$ cat src/rtl/evm_vote_controller.sv
// evm_vote_controller: EVM front end. Conditions the seven raw buttons
// (2-flop synchronizer + debounce + rising-edge pulse), runs the election
// FSM, tallies per-candidate votes and registers the display inputs
// (state, tens, ones, winner).
// Optional feature macro: EVM_VOTE_ACK_EN adds the vote_ack output and an
// anti-double-vote lockout while vote_ack is high.
`timescale 1ns/1ps

module evm_vote_controller #(
  parameter int DEBOUNCE_CYCLES = 1_000_000,
  parameter int MAX_VOTES       = 19,
  parameter int ACK_CYCLES      = 50_000_000
) (
  input  logic       clk_100MHz,
  input  logic       reset,
  input  logic       btn_open,
  input  logic       btn_close,
  input  logic       btn_result,
  input  logic [3:0] vote_btn,
  output logic [1:0] state,
  output logic       tens,
  output logic [3:0] ones,
  output logic [1:0] winner
`ifdef EVM_VOTE_ACK_EN
  ,
  output logic       vote_ack
`endif
);

  localparam int NBTN = 7;
  localparam int DB_W = $clog2(DEBOUNCE_CYCLES + 1);
  localparam logic [DB_W-1:0] DB_MAX = DB_W'(DEBOUNCE_CYCLES - 1);
  localparam logic [4:0] VOTE_CAP = 5'(MAX_VOTES);

  // Counters are 5 bits and tens is a single bit, so the cap cannot exceed 19.
  if (MAX_VOTES < 1 || MAX_VOTES > 19 || DEBOUNCE_CYCLES < 1 || ACK_CYCLES < 1) begin : g_bad_param
    $error("evm_vote_controller: parameter out of range");
  end

  typedef enum logic [1:0] {
    S_IDLE   = 2'b00,
    S_OPEN   = 2'b01,
    S_CLOSED = 2'b10,
    S_WINNER = 2'b11
  } state_t;

  // Binary value 0..19 to {tens, ones}.
  function automatic logic [4:0] to_bcd(input logic [4:0] v);
    logic       t;
    logic [3:0] o;
    t = (v >= 5'd10);
    o = t ? 4'(v - 5'd10) : v[3:0];
    return {t, o};
  endfunction

  // Button bus: [3:0] candidates, [4] open, [5] close, [6] result.
  logic [NBTN-1:0] raw_bus;
  logic [NBTN-1:0] sync_p0;
  logic [NBTN-1:0] sync_p1;
  logic [NBTN-1:0] stable_p2;
  logic [NBTN-1:0] stable_d_p3;
  logic [NBTN-1:0] press_p3;
  logic [DB_W-1:0] db_cnt [NBTN];

  state_t     state_q;
  state_t     state_d;
  logic [4:0] cand_cnt [4];
  logic [4:0] total_q;
  logic [1:0] winner_q;
  logic [1:0] best_idx;
  logic [4:0] best_cnt;
  logic [1:0] vote_idx;
  logic [4:0] disp_val;
  logic       vote_ok;
  logic       enter_open;
  logic       lock;
  logic       open_p;
  logic       close_p;
  logic       result_p;
  logic [3:0] cand_p;

  assign raw_bus  = {btn_result, btn_close, btn_open, vote_btn};
  assign cand_p   = press_p3[3:0];
  assign open_p   = press_p3[4];
  assign close_p  = press_p3[5];
  assign result_p = press_p3[6];

  // ---- stage p0/p1: two-flop synchronizer
  // Bring raw buttons into the clock domain.
  always_ff @(posedge clk_100MHz or posedge reset) begin
    if (reset) begin
      sync_p0 <= '0;
      sync_p1 <= '0;
    end else begin
      sync_p0 <= raw_bus;
      sync_p1 <= sync_p0;
    end
  end

  // ---- stage p2: debounce
  // Accept a new level only after it differs from the stable one for DEBOUNCE_CYCLES cycles.
  always_ff @(posedge clk_100MHz or posedge reset) begin
    if (reset) begin
      stable_p2 <= '0;
      for (int i = 0; i < NBTN; i++) db_cnt[i] <= '0;
    end else begin
      for (int i = 0; i < NBTN; i++) begin
        if (sync_p1[i] != stable_p2[i]) begin
          if (db_cnt[i] == DB_MAX) begin
            stable_p2[i] <= sync_p1[i];
            db_cnt[i]    <= '0;
          end else begin
            db_cnt[i] <= db_cnt[i] + 1'b1;
          end
        end else begin
          db_cnt[i] <= '0;
        end
      end
    end
  end

  // ---- stage p3: press pulse
  // One-cycle pulse on each rising edge of the debounced level.
  always_ff @(posedge clk_100MHz or posedge reset) begin
    if (reset) begin
      stable_d_p3 <= '0;
      press_p3    <= '0;
    end else begin
      stable_d_p3 <= stable_p2;
      press_p3    <= stable_p2 & ~stable_d_p3;
    end
  end

  // Candidate index of the (single) pressed candidate.
  always_comb begin
    vote_idx = 2'd0;
    for (int i = 0; i < 4; i++) begin
      if (cand_p[i]) vote_idx = 2'(i);
    end
  end

  assign vote_ok = (state_q == S_OPEN) && $onehot(cand_p) && (total_q < VOTE_CAP) && !lock;

  // Election state register.
  always_ff @(posedge clk_100MHz or posedge reset) begin
    if (reset) state_q <= S_IDLE;
    else       state_q <= state_d;
  end

  // Next-state logic; unlisted button/state combinations hold the state.
  always_comb begin
    state_d = state_q;
    case (state_q)
      S_IDLE:   if (open_p)   state_d = S_OPEN;
      S_OPEN:   if (close_p)  state_d = S_CLOSED;
      S_CLOSED: if (result_p) state_d = S_WINNER;
      S_WINNER: if (open_p)   state_d = S_OPEN;
      default:                state_d = S_IDLE;
    endcase
  end

  assign enter_open = (state_q != S_OPEN) && (state_d == S_OPEN);

  // Tally: clear on every new election, count accepted votes otherwise.
  always_ff @(posedge clk_100MHz or posedge reset) begin
    if (reset) begin
      total_q <= '0;
      for (int i = 0; i < 4; i++) cand_cnt[i] <= '0;
    end else if (enter_open) begin
      total_q <= '0;
      for (int i = 0; i < 4; i++) cand_cnt[i] <= '0;
    end else if (vote_ok) begin
      total_q            <= total_q + 5'd1;
      cand_cnt[vote_idx] <= cand_cnt[vote_idx] + 5'd1;
    end
  end

  // Maximum search; strict compare keeps the lowest index on ties.
  always_comb begin
    best_idx = 2'd0;
    best_cnt = cand_cnt[0];
    for (int i = 1; i < 4; i++) begin
      if (cand_cnt[i] > best_cnt) begin
        best_idx = 2'(i);
        best_cnt = cand_cnt[i];
      end
    end
  end

  // Winner is captured on CLOSED -> WINNER and cleared when a new election opens.
  always_ff @(posedge clk_100MHz or posedge reset) begin
    if (reset)                                          winner_q <= 2'd0;
    else if (enter_open)                                winner_q <= 2'd0;
    else if (state_q == S_CLOSED && state_d == S_WINNER) winner_q <= best_idx;
  end

  // Value shown on the display for the current state.
  always_comb begin
    disp_val = 5'd0;
    case (state_q)
      S_OPEN, S_CLOSED: disp_val = total_q;
      S_WINNER:         disp_val = cand_cnt[winner_q];
      default:          disp_val = 5'd0;
    endcase
  end

  // Registered display digits, one cycle behind the counters/state.
  always_ff @(posedge clk_100MHz or posedge reset) begin
    if (reset) {tens, ones} <= 5'd0;
    else       {tens, ones} <= to_bcd(disp_val);
  end

  assign state  = state_q;
  assign winner = winner_q;

`ifdef EVM_VOTE_ACK_EN
  localparam int ACK_W = $clog2(ACK_CYCLES + 1);

  logic             ack_q;
  logic [ACK_W-1:0] ack_cnt;

  // Acknowledge pulse after each accepted vote; doubles as the candidate lockout.
  always_ff @(posedge clk_100MHz or posedge reset) begin
    if (reset) begin
      ack_q   <= 1'b0;
      ack_cnt <= '0;
    end else if (state_d != S_OPEN) begin
      ack_q   <= 1'b0;
      ack_cnt <= '0;
    end else if (vote_ok) begin
      ack_q   <= 1'b1;
      ack_cnt <= ACK_W'(ACK_CYCLES - 1);
    end else if (ack_q) begin
      if (ack_cnt == '0) ack_q <= 1'b0;
      else               ack_cnt <= ack_cnt - 1'b1;
    end
  end

  assign lock     = ack_q;
  assign vote_ack = ack_q;
`else
  assign lock = 1'b0;
`endif

endmodule

$ cat config.mk
export PLATFORM = sky130hd
export DESIGN_NAME = evm_vote_controller
export DESIGN_NICKNAME = d
export VERILOG_FILES = /design/src/rtl/evm_vote_controller.sv
export SDC_FILE = /design/constraint.sdc
export NUM_CORES = 1
export LEC_CHECK = 0
export ABC_AREA = 1
export BUFFER_PORTS_ARGS = -buffer_cell sky130_fd_sc_hd__buf_2
export CAP_MARGIN = 20
export CORE_MARGIN = 3
export CORE_UTILIZATION = 40
export DETAILED_ROUTE_END_ITERATION = 12
export GPL_ROUTABILITY_DRIVEN = 1
export PLACE_DENSITY = 0.65
export SLEW_MARGIN = 20
export SYNTH_ARGS = -nofsm -noshare
export SYNTH_HDL_FRONTEND = slang
export SYNTH_SLANG_ARGS = --single-unit
$ cat constraint.sdc
create_clock -name clk_100MHz -period 11.1 [get_ports clk_100MHz]
set_clock_uncertainty 0.1 [all_clocks]
set_input_delay 1.665 -clock clk_100MHz [delete_from_list [all_inputs] [get_ports clk_100MHz]]
set_output_delay 1.665 -clock clk_100MHz [all_outputs]
set_load 0.1 [all_outputs]
==> results_dict.tcl, run 1 <==
set metrics [dict create \
    clock_latency_ns 0.51 \
    stdcell_area_mm2 0.01273 \
    setup-violations-final 0 \
    grt_pass1_vias 8944 \
    tightest_slew_ns 0.7634 \
    pin_count 18 \
    postCtsSetupRepairBufs 0 \
    ant_nets 0 \
    p_int_uw 1347 \
    ys_seq_area_frac 0.4626 \
    finalWirelength_um 22870 \
    rsz0062_at_grt "false" \
    synthTopCellsByCount "nand2_1, nor2_1, dfrtp_1" \
    final.setup.worst_slack_ns 7.069 \
    vias 9047 \
    track_usage 0.1541 \
    drive_gt1_frac 0.08910 \
    worstSetupPathType "flip-flop to flip-flop" \
    post-route-min-period_ns 4.031 \
    cts.clk_slew.worst_paths_ns 0.06 \
    htreeDepth 1 \
    drv_slew 0 \
    synth_cells 1405 \
    fin_crit_sh 0.3631 \
    yosys_register_bits 209 \
    synth.distinct_cells 47 \
    synth.area.top_cells "dfrtp_1, nand2_1, nor2_1" \
    combinationalPowerShare 0.024 \
    synth_top_area_frac 0.4626 \
    grt_pass1_wl_um 40700 \
    fin_nets 1483 \
    hp-class "flip-flop to flip-flop" \
    clkSinkCount 209 \
    synth_most_common_cell "nand2_1" \
    tns_ns 0 \
    pwr-share-clk 0.519 \
    synth_edf_count 0 \
    fill_cells 2649 \
    avgSynthCellArea_um2 8.046 \
    pre_cts_slack_ns 7.103 \
    synth_area_leader_cell "dfrtp_1" \
    power_switching_uw 350.7 \
    fp.dieArea_mm2 0.03031 \
    fp.dieH_um 174.1 \
    grt_remaining_overflow 0 \
    gr-usage-met1 0.2170 \
    drcViolationCount 0 \
    cts-root-buf "clkbuf_16" \
    dp_hpwl_um 16500 \
    peakVddDrop_uv 87.42 \
    cts_buffer_depth 3 \
    worstSetupStartpointType "flip-flop" \
    leakagePower_uw 0.006059 \
    initial_utilization 0.4137 \
    via_per_inst 4.941 \
    grt_start_max_net_pins 149 \
    ff_latch_area_mm2 0.005230 \
    row_count 60 \
    busiest_layer "met2" \
    antenna_cells 0 \
    path_max_fanout 10 \
    ctsHoldBuffers 0 \
    power_uw 1697 \
    cp.arrival_ns 4.30 \
    synth_fp_nets 1446 \
    outcome "finished, final reports clean" \
    synthesis.area_mm2 0.01130 \
    die_w_um 174.1 \
    drtPass1Iterations 5 \
    gp_congestion 0.8698 \
    maxCapViolCount 0 \
    max_freq_ghz 0.2481 \
    use_met2 0.2528 \
    areaGrowthSynthToFinish_pct 12.65 \
    seq_power_share 0.458 \
    placed_cell_area_mm2 0.01184 \
    wire_per_inst_um 12.49 \
    maxSlewHeadroom 0.4911 \
    met3_usage 0.02010 \
    yosysWarningCount 0 \
    tritoncts "yes" \
    cp.required_ns 11.37 \
    cts_buffers 23 \
    coreArea_mm2 0.02733 \
    swShare 0.2066 \
    grt_antenna_before_repair 0 \
    ctsResizeCount 0 \
    multi_input_area_mm2 0.005268 \
    synthFlopType "dfrtp_1" \
    port_buffers 17 \
    hold_viol 0 \
    powerDensity_mw_per_mm2 133.3 \
    initialDrtViolationCount 569 \
    async_reset_ff_frac 1.000 \
    worstSetupEndpointType "flip-flop" \
]
==> layer usage <==
metal / up-vias / share of wire
met2: 142 / 0.45
met4: 0 / 0.017
met5: - / 0
li1: 4604 / -
met1: 4271 / 0.49
met3: 30 / 0.038
==> logic make-up (layout without fill, tap and decap cells) <==
| logic type | count (synthesis) | after routing | share of synthesized area |
|---|---|---|---|
| xor gates and xnor gates | 72 | 72 | 0.05744 |
| DFF | 209 | 209 | 0.4626 |
| and+or+nand+nor | 780 | 780 | 0.3210 |
| adders and majority gates | 32 | 32 | 0.03608 |
| buffers and inverters | 211 | 265 | 0.07139 |
| muxes | 1 | 1 | 0.0009961 |
| AOI/OAI and AO/OA | 100 | 100 | 0.05047 |
==> layout make-up <==
class,instances,area share
clock buffer,27,0.04873
clock inverter,15,0.02152
inverter,205,0.06160
multi-input combinational,985,0.4136
sequential,209,0.4107
tap,372,0.03655
timing repair buffer,18,0.007271
==> through the flow <==
stage,instances,hold slack (ns),utilization
after floorplan,1405,0.2312,-
after global placement,1789,0.2332,0.4331
after detailed placement,1789,0.2362,0.4331
after CTS,1831,0.2469,0.4658
after global routing,1831,0.2531,0.4660
final,1831,0.2407,0.4660
==> sequential cells by signal, summed over array words and instances, names as in the netlist, 4 cells and up <==
| signal | flops |
|---|---|
| stable_p2 | 7 |
| total_q | 5 |
| stable_d_p3 | 7 |
| press_p3 | 7 |
| sync_p1 | 7 |
| cand_cnt | 20 |
| sync_p0 | 7 |
| db_cnt | 140 |
| ones | 4 |
==> power by group through the flow <==
| stage | logic (µW) | clock network (µW) | registers (µW) |
|---|---|---|---|
| 6_report | 40.1 | 880 | 777 |
| 5_1_grt | 48.2 | 938 | 778 |
| 2_1_floorplan | 30.8 | 0 | 790 |
| 3_5_place_dp | 42.2 | 0 | 791 |
| 4_1_cts | 42.4 | 907 | 777 |
| 3_3_place_gp | 41.7 | 0 | 791 |
==> worst max-delay path, cell delays in order, from the launching register on <==
cell and delay [ns]:
dfrtp_1 0.40, inv_1 0.07, ha_1 0.30, nand2_1 0.07, nor2_1 0.12, nand2_1 0.07
nand3_1 0.12, nand2_1 0.17, o21ai_0 0.29, ha_1 0.30, a21oi_1 0.15, nor2_1 0.05
nor2_1 0.08, nand2_1 0.08, o21ai_1 0.32, o21ai_0 0.21, ha_1 0.34, nand2_1 0.09
inv_1 0.05, o21bai_1 0.11, nand2_1 0.06, o22ai_1 0.17, nand2_1 0.08, nand2_1 0.06
o21ai_0 0.07
==> cell usage in the layout, fill, tap and decap left out, types with 23 or more instances in the layout <==
cell,n
nand2_1,267
nor2_1,219
dfrtp_1,209
inv_1,196
nand3_1,123
nor3_1,66
xor2_1,44
a21oi_1,38
ha_1,31
xnor2_1,27
nand4_1,26
o21ai_0,26
clkbuf_16,23
==> final timing paths <==
| check | start | end | slack, ns | cells past startpoint |
|---|---|---|---|---|
| max | cand_cnt[19]$_DFFE_PP0P_ | winner[0]$_DFFE_PP0P_ | 7.07 | 24 |
| min | sync_p0[0]$_DFF_PP0_ | sync_p1[0]$_DFF_PP0_ | 0.24 | 0 |
| max reg2reg | cand_cnt[19]$_DFFE_PP0P_ | winner[0]$_DFFE_PP0P_ | 7.07 | 24 |
| min reg2reg | sync_p0[0]$_DFF_PP0_ | sync_p1[0]$_DFF_PP0_ | 0.24 | 0 |
| max in group asynchronous | reset | sync_p1[3]$_DFF_PP0_ | 8.45 | 3 |
| min in group asynchronous | reset | winner[1]$_DFFE_PP0P_ | 1.20 | 2 |
(Power assumes the default switching activity.)
==> run 2, diff against run 1 <==
--- a/config.mk
+++ b/config.mk
@@ -12,7 +12,7 @@
 export CORE_UTILIZATION = 40
 export DETAILED_ROUTE_END_ITERATION = 12
 export GPL_ROUTABILITY_DRIVEN = 1
-export PLACE_DENSITY = 0.65
+export PLACE_DENSITY = 0.67
 export SLEW_MARGIN = 20
 export SYNTH_ARGS = -nofsm -noshare
 export SYNTH_HDL_FRONTEND = slang
==> constraint.sdc (replaced) <==
create_clock -name clk_100MHz -period 3.35 [get_ports clk_100MHz]
set_clock_uncertainty 0.1 [all_clocks]
set_input_delay 0.5025 -clock clk_100MHz [delete_from_list [all_inputs] [get_ports clk_100MHz]]
set_output_delay 0.5025 -clock clk_100MHz [all_outputs]
set_load 0.1 [all_outputs]
==> run 2 against run 1 <==
Compared with the run above:
- setup slack got worse by 7.1 ns
- critical path type unchanged
- the run now ends with setup timing left
- sequential share of layout area decreased by 1.5 points
- register-to-register slack got worse by 7.1 ns
- clock power increased to 3.3 times the previous value
- final cell count increased by 2.1%
==> results_dict.tcl, run 2 (synthesis results as in run 1) <==
set metrics [dict create \
    outcome "complete, but fails checks" \
    failed_checks "setup timing" \
    fp.dieH_um 174.1 \
    grt_pass1_wl_um 41280 \
    reg.largest.list "db_cnt (140), cand_cnt (20)" \
    p_int_uw 4419 \
    maxCapViolCount 0 \
    seq_power_share 0.460 \
    hold_viol 0 \
    antenna_cells 0 \
    max_freq_ghz 0.2917 \
    post-route-min-period_ns 3.428 \
    peakVddDrop_uv 300.7 \
    worstSetupPathType "flip-flop to flip-flop" \
    cp.required_ns 3.64 \
    stdcell_area_mm2 0.01321 \
    cts.clk_slew.worst_paths_ns 0.06 \
    layout_commonest_cell "nand2_1" \
    via_per_inst 4.933 \
    final.setup.worst_slack_ns -0.07847 \
    path_max_fanout 7 \
    power_switching_uw 1186 \
    fp.dieArea_mm2 0.03031 \
    htreeDepth 1 \
    drtPass1Iterations 5 \
    fin_crit_sh 1.023 \
    coreArea_mm2 0.02733 \
    areaGrowthSynthToFinish_pct 16.88 \
    hp-class "input port to asynchronous set/reset pin" \
    gp_congestion 0.8893 \
    grt_start_max_net_pins 51 \
    vias 9224 \
    holdWs_ns 0.03540 \
    ant_nets 0 \
    worstSetupEndpointType "flip-flop" \
    grt_remaining_overflow 0 \
    fin_cells 1870 \
    finalWirelength_um 23700 \
    clock_latency_ns 0.52 \
    placed_cell_area_mm2 0.01204 \
    fin_nets 1520 \
    regMostFlops "db_cnt" \
    timing.critical_path.mode_cell "nand2_1" \
    leakagePower_uw 0.006248 \
    port_buffers 17 \
    drive_gt1_frac 0.1268 \
    drv_slew 0 \
    grt_antenna_before_repair 0 \
    cp.arrival_ns 3.72 \
    row_count 60 \
    tightest_slew_ns 0.8150 \
    track_usage 0.1577 \
    cpMaxStageDelayCell "dfrtp_1" \
    maxSlewHeadroom 0.4555 \
    drcViolationCount 0 \
    die_w_um 174.1 \
    cts_buffers 25 \
    pwr-share-clk 0.514 \
    worstSetupStartpointType "flip-flop" \
    swShare 0.2116 \
    placedCellCount 1813 \
    largest_register_ffs 140 \
    initial_utilization 0.4137 \
    clkSinkCount 209 \
    cts_buffer_depth 3 \
    setup-violations-final 2 \
    dp_hpwl_um 17120 \
    cp_slowest_stage_delay_ns 0.42 \
    grt_pass1_vias 8816 \
    crit_family "simple AND/OR/NAND/NOR gates" \
    pin_count 18 \
    cp_num_buf_inv 3 \
    tritoncts "yes" \
    rsz0062_at_grt "true" \
    cts-root-buf "clkbuf_16" \
    final_cell_mix "nand2_1, nor2_1, dfrtp_1" \
    powerDensity_mw_per_mm2 424.2 \
    wire_per_inst_um 12.67 \
    combinationalPowerShare 0.026 \
    initialDrtViolationCount 600 \
]
[run 2: changes by cell type in the layout (fill, tap and decap cells not counted), moves of 4 or more]
cell / change
buf_4: +24
clkinv_2: +6
dlygate4sd3_1: +7
ha_1: -6
ha_4: +5
nand2_1: -9
nand2_2: +7
o21ai_0: -8
o21ai_2: +4
[run 2: final timing paths]
check / startpoint / to / slack (ns) / depth (start not counted)
max: cand_cnt[12]$_DFFE_PP0P_ / winner[0]$_DFFE_PP0P_ / -0.08 / 25
min reg2reg: sync_p0[0]$_DFF_PP0_ / sync_p1[0]$_DFF_PP0_ / 0.25 / 0
min in group clk_100MHz: sync_p0[0]$_DFF_PP0_ / sync_p1[0]$_DFF_PP0_ / 0.25 / 0
max reg2reg: cand_cnt[12]$_DFFE_PP0P_ / winner[0]$_DFFE_PP0P_ / -0.08 / 25
min: reset / state[0]$_DFF_PP0_ / 0.04 / 2
max in group asynchronous: reset / cand_cnt[14]$_DFFE_PP0P_ / 2.21 / 3
[run 2: cell type report]
| class | count | area [µm²] |
|---|---|---|
| flip-flops and latches | 209 | 5230 |
| clock buffers | 30 | 674.4 |
| inverters | 205 | 775.7 |
| repair buffers | 53 | 405.4 |
| well taps | 372 | 465.4 |
| fillers | 2659 | 14110 |
| multi-input cells | 985 | 5444 |
| clock inverters | 16 | 217.7 |
[run 2: worst register-to-register path, stage by stage (launching register included)]
cell and delay [ns]:
dfrtp_1 0.42, ha_4 0.26, nand2_1 0.05, inv_1 0.03, o21bai_1 0.18, nand3_2 0.15
nand2_4 0.16, nand2_4 0.07, o21ai_4 0.08, ha_4 0.23, a21oi_2 0.11, nor2_1 0.05
nor2_1 0.14, nand2_2 0.11, o21ai_4 0.12, buf_6 0.15, o21ai_0 0.08, ha_1 0.20
nand2_1 0.06, inv_1 0.04, o21bai_1 0.15, nand2_1 0.09, o22ai_2 0.12, nand2_1 0.07
nand2_1 0.05, o21ai_1 0.05
[run 2: what timing repair did]
item                                    in CTS  in global routing
buffers inserted                             1                  3
endpoints found under the hold margin        7                  0
endpoints found under the setup margin       2                  2
hold buffers                                 7                  0
pin swaps                                    6                 23
gates resized for setup                     24                 19
[run 2: routing by layer]
| layer | vias up | wire [µm] | track usage |
|---|---|---|---|
| met1 | 4333 | 11490 | 0.2268 |
| met2 | 177 | 10820 | 0.2523 |
| li1 | 4677 | - | - |
| met5 | - | 0 | 0 |
| met3 | 37 | 961 | 0.02053 |
| met4 | 0 | 422 | 0.04155 |
[run 2: power by group through the flow]
stage          Combinational [µW]  Sequential [µW]  Clock [µW]
5_1_grt                       175             2580        3070
3_3_place_gp                  144             2620           0
3_5_place_dp                  147             2620           0
2_1_floorplan                 102             2620           0
4_1_cts                       153             2580        2950
6_report                      147             2580        2880
[run 2: stage by stage]
step	utilization	worst slack [ns]	total power (µW)	setup TNS [ns]
2_1_floorplan	-	0.03310	2719	0
3_5_place_dp	0.4407	-0.2094	2768	-0.4184
4_1_cts	0.4793	0.01028	5680	0
6_report	0.4835	-0.07847	5605	-0.1564
5_1_grt	0.4835	-0.3470	5820	-0.6866
3_3_place_gp	0.4407	-0.04463	2765	-0.08259
==> run 3, diff against run 2 <==
==> constraint.sdc (replaced) <==
create_clock -name clk_100MHz -period 3.1 [get_ports clk_100MHz]
set_clock_uncertainty 0.1 [all_clocks]
set_input_delay 0.465 -clock clk_100MHz [delete_from_list [all_inputs] [get_ports clk_100MHz]]
set_output_delay 0.465 -clock clk_100MHz [all_outputs]
set_load 0.1 [all_outputs]
==> run 3 against run 2 <==
Compared with the run above:
- the run still ends with setup timing left
- via count is 0.29% lower
- largest cell class unchanged
- first-iteration DRC count is 1.0% lower
- utilization rose by 0.24 points
- total power up 8.8%
- clock power grew 9.4%
- register-to-register slack lost 0.22 ns
- wire length shrank 0.24%
- final cell count up 0.11%
==> results_dict.tcl, run 3 (synthesis results as in run 1) <==
set metrics [dict create \
    min_from "sync_p0[0]$_DFF_PP0_" \
    met3_usage 0.02272 \
    port_buffers 17 \
    wire_per_inst_um 12.63 \
    stdcell_area_mm2 0.01328 \
    grt_antenna_before_repair 0 \
    fin_nets 1524 \
    reg.largest.list "db_cnt (140), cand_cnt (20)" \
    p_int_uw 4837 \
    cts.clk_slew.worst_paths_ns 0.06 \
    drtPass1Iterations 5 \
    gp_congestion 0.8692 \
    tightest_slew_ns 0.7459 \
    timing.critical_path.mode_cell "nand2_1" \
    cts_buffers 25 \
    fp.dieArea_mm2 0.03031 \
    ant_nets 0 \
    tritoncts "yes" \
    pin_count 18 \
    cp.arrival_ns 3.69 \
    grt_pass1_vias 8969 \
    failed_checks "setup timing" \
    path_cells "ha_4 -> nand2_4 -> o21bai_4 -> nand3_4 -> nand2_4 -> nand2_2 -> o21ai_2 -> ha_1 -> nand2_2 -> nor3_2 -> nor2_1 -> nand2_2 -> o21ai_4 -> nand2_1 -> o21ai_1 -> ha_1 -> buf_4 -> buf_4 -> nand2_1 -> nor3_1 -> o22ai_2 -> nand2_1 -> nand2_1 -> o21ai_1" \
    combinationalPowerShare 0.027 \
    worstSetupStartpointType "flip-flop" \
    seq_power_share 0.457 \
    largest_register_ffs 140 \
    hold_viol 0 \
    power_switching_uw 1260 \
    tns_ns -0.5910 \
    worstSetupPathType "flip-flop to flip-flop" \
    hold_path_end "sync_p1[0]$_DFF_PP0_" \
    areaGrowthSynthToFinish_pct 17.45 \
    dp_hpwl_um 17090 \
    drcViolationCount 0 \
    holdWs_ns 0.2447 \
    hp-class "flip-flop to flip-flop" \
    antenna_cells 0 \
    clock_latency_ns 0.51 \
    fp.dieH_um 174.1 \
    htreeDepth 1 \
    final.setup.worst_slack_ns -0.2956 \
    path_max_fanout 6 \
    grt_pass1_wl_um 41490 \
    final_cell_mix "nand2_1, nor2_1, dfrtp_1" \
    pwr-share-clk 0.517 \
    maxSlewHeadroom 0.5017 \
    worstSetupEndpointType "flip-flop" \
    reg2reg_depth 24 \
    fill_cells 2634 \
    peakVddDrop_uv 334.4 \
    track_usage 0.1583 \
    grt_remaining_overflow 0 \
    die_w_um 174.1 \
    setup-violations-final 2 \
    via_per_inst 4.913 \
    gr-usage-met1 0.2203 \
    post-route-min-period_ns 3.396 \
    drv_slew 0 \
    vias 9197 \
    r2r_start "cand_cnt[13]$_DFFE_PP0P_" \
    powerDensity_mw_per_mm2 459.2 \
    cts-root-buf "clkbuf_16" \
    cp.required_ns 3.40 \
    regMostFlops "db_cnt" \
    use_met2 0.2597 \
    row_count 60 \
    max_freq_ghz 0.2945 \
    placed_cell_area_mm2 0.01209 \
    outcome "complete, but fails checks" \
    rrSetupSlack_ns -0.30 \
    initialDrtViolationCount 594 \
    cts_buffer_depth 3 \
    drive_gt1_frac 0.1293 \
    fin_crit_sh 1.095 \
    leakagePower_uw 0.006283 \
    clkSinkCount 209 \
    crit_path_start "cand_cnt[13]$_DFFE_PP0P_" \
    rsz0062_at_grt "true" \
    coreArea_mm2 0.02733 \
    swShare 0.2066 \
    finalWirelength_um 23640 \
    holdPathStages 0 \
    r2r_end "winner[1]$_DFFE_PP0P_" \
    initial_utilization 0.4137 \
    cp_slowest_stage_delay_ns 0.41 \
    grt_start_max_net_pins 52 \
    layout_commonest_cell "nand2_1" \
    maxCapViolCount 0 \
    cpMaxStageDelayCell "dfrtp_1" \
    busiest_layer "met2" \
    pre_cts_slack_ns -0.3651 \
]
==> run 3: power by group through the flow <==
stage / clock network [µW] / registers, µW / logic [µW]
after CTS: 3260 / 2780 / 170
after global placement: 0 / 2830 / 159
after global routing: 3350 / 2790 / 193
after detailed placement: 0 / 2830 / 161
after floorplan: 0 / 2830 / 111
final: 3150 / 2780 / 163
==> run 3: how the worst max path moves through the flow <==
stage / to / slack [ns] / cells past startpoint
2_1_floorplan: cand_cnt[0]$_DFFE_PP0P_ / -0.18 / 1
3_3_place_gp: winner[1]$_DFFE_PP0P_ / -0.25 / 26
3_5_place_dp: winner[1]$_DFFE_PP0P_ / -0.37 / 25
4_1_cts: winner[1]$_DFFE_PP0P_ / -0.19 / 25
5_1_grt: winner[1]$_DFFE_PP0P_ / -0.49 / 24
6_report: winner[1]$_DFFE_PP0P_ / -0.30 / 24
==> run 3: layout make-up <==
| cell class | instances | area (µm²) | share of cell area |
|---|---|---|---|
| clock buffers | 33 | 715.7 | 0.05390 |
| inverters | 205 | 775.7 | 0.05842 |
| well taps | 372 | 465.4 | 0.03505 |
| clock inverters | 11 | 183.9 | 0.01385 |
| repair buffers | 56 | 439.2 | 0.03308 |
| multi-input cells | 986 | 5468 | 0.4118 |
| flip-flops and latches | 209 | 5230 | 0.3939 |
==> run 3: routing by layer <==
| layer | vias up | routed length (µm) |
|---|---|---|
| met5 | - | 0 |
| met3 | 40 | 881 |
| met4 | 0 | 435 |
| met2 | 141 | 10980 |
| met1 | 4335 | 11350 |
| li1 | 4681 | - |
==> run 3: stage by stage <==
step                      power, µW  instances    util
after floorplan                2938       1405       -
after global placement         2990       1812  0.4425
after detailed placement       2994       1812  0.4425
after CTS                      6211       1870  0.4844
after global routing           6327       1872  0.4859
final                          6097       1872  0.4859
==> run 3: critical path: cells and delay by family, from the launching register on <==
family | cells | cell delay, ns
DFF | 1 | 0.41
adders and majority gates | 3 | 0.93
buffers and inverters | 2 | 0.26
and+or+nand+nor | 13 | 1.03
AOI/OAI and AO/OA | 6 | 0.56
==> run 3: what timing repair did <==
action	CTS	global route
buffers inserted	5	2
hold buffers	8	0
hold endpoints to repair	33	0
setup endpoints to repair	2	2
gates resized for setup	25	8
pin swaps	23	17
gates cloned	1	0
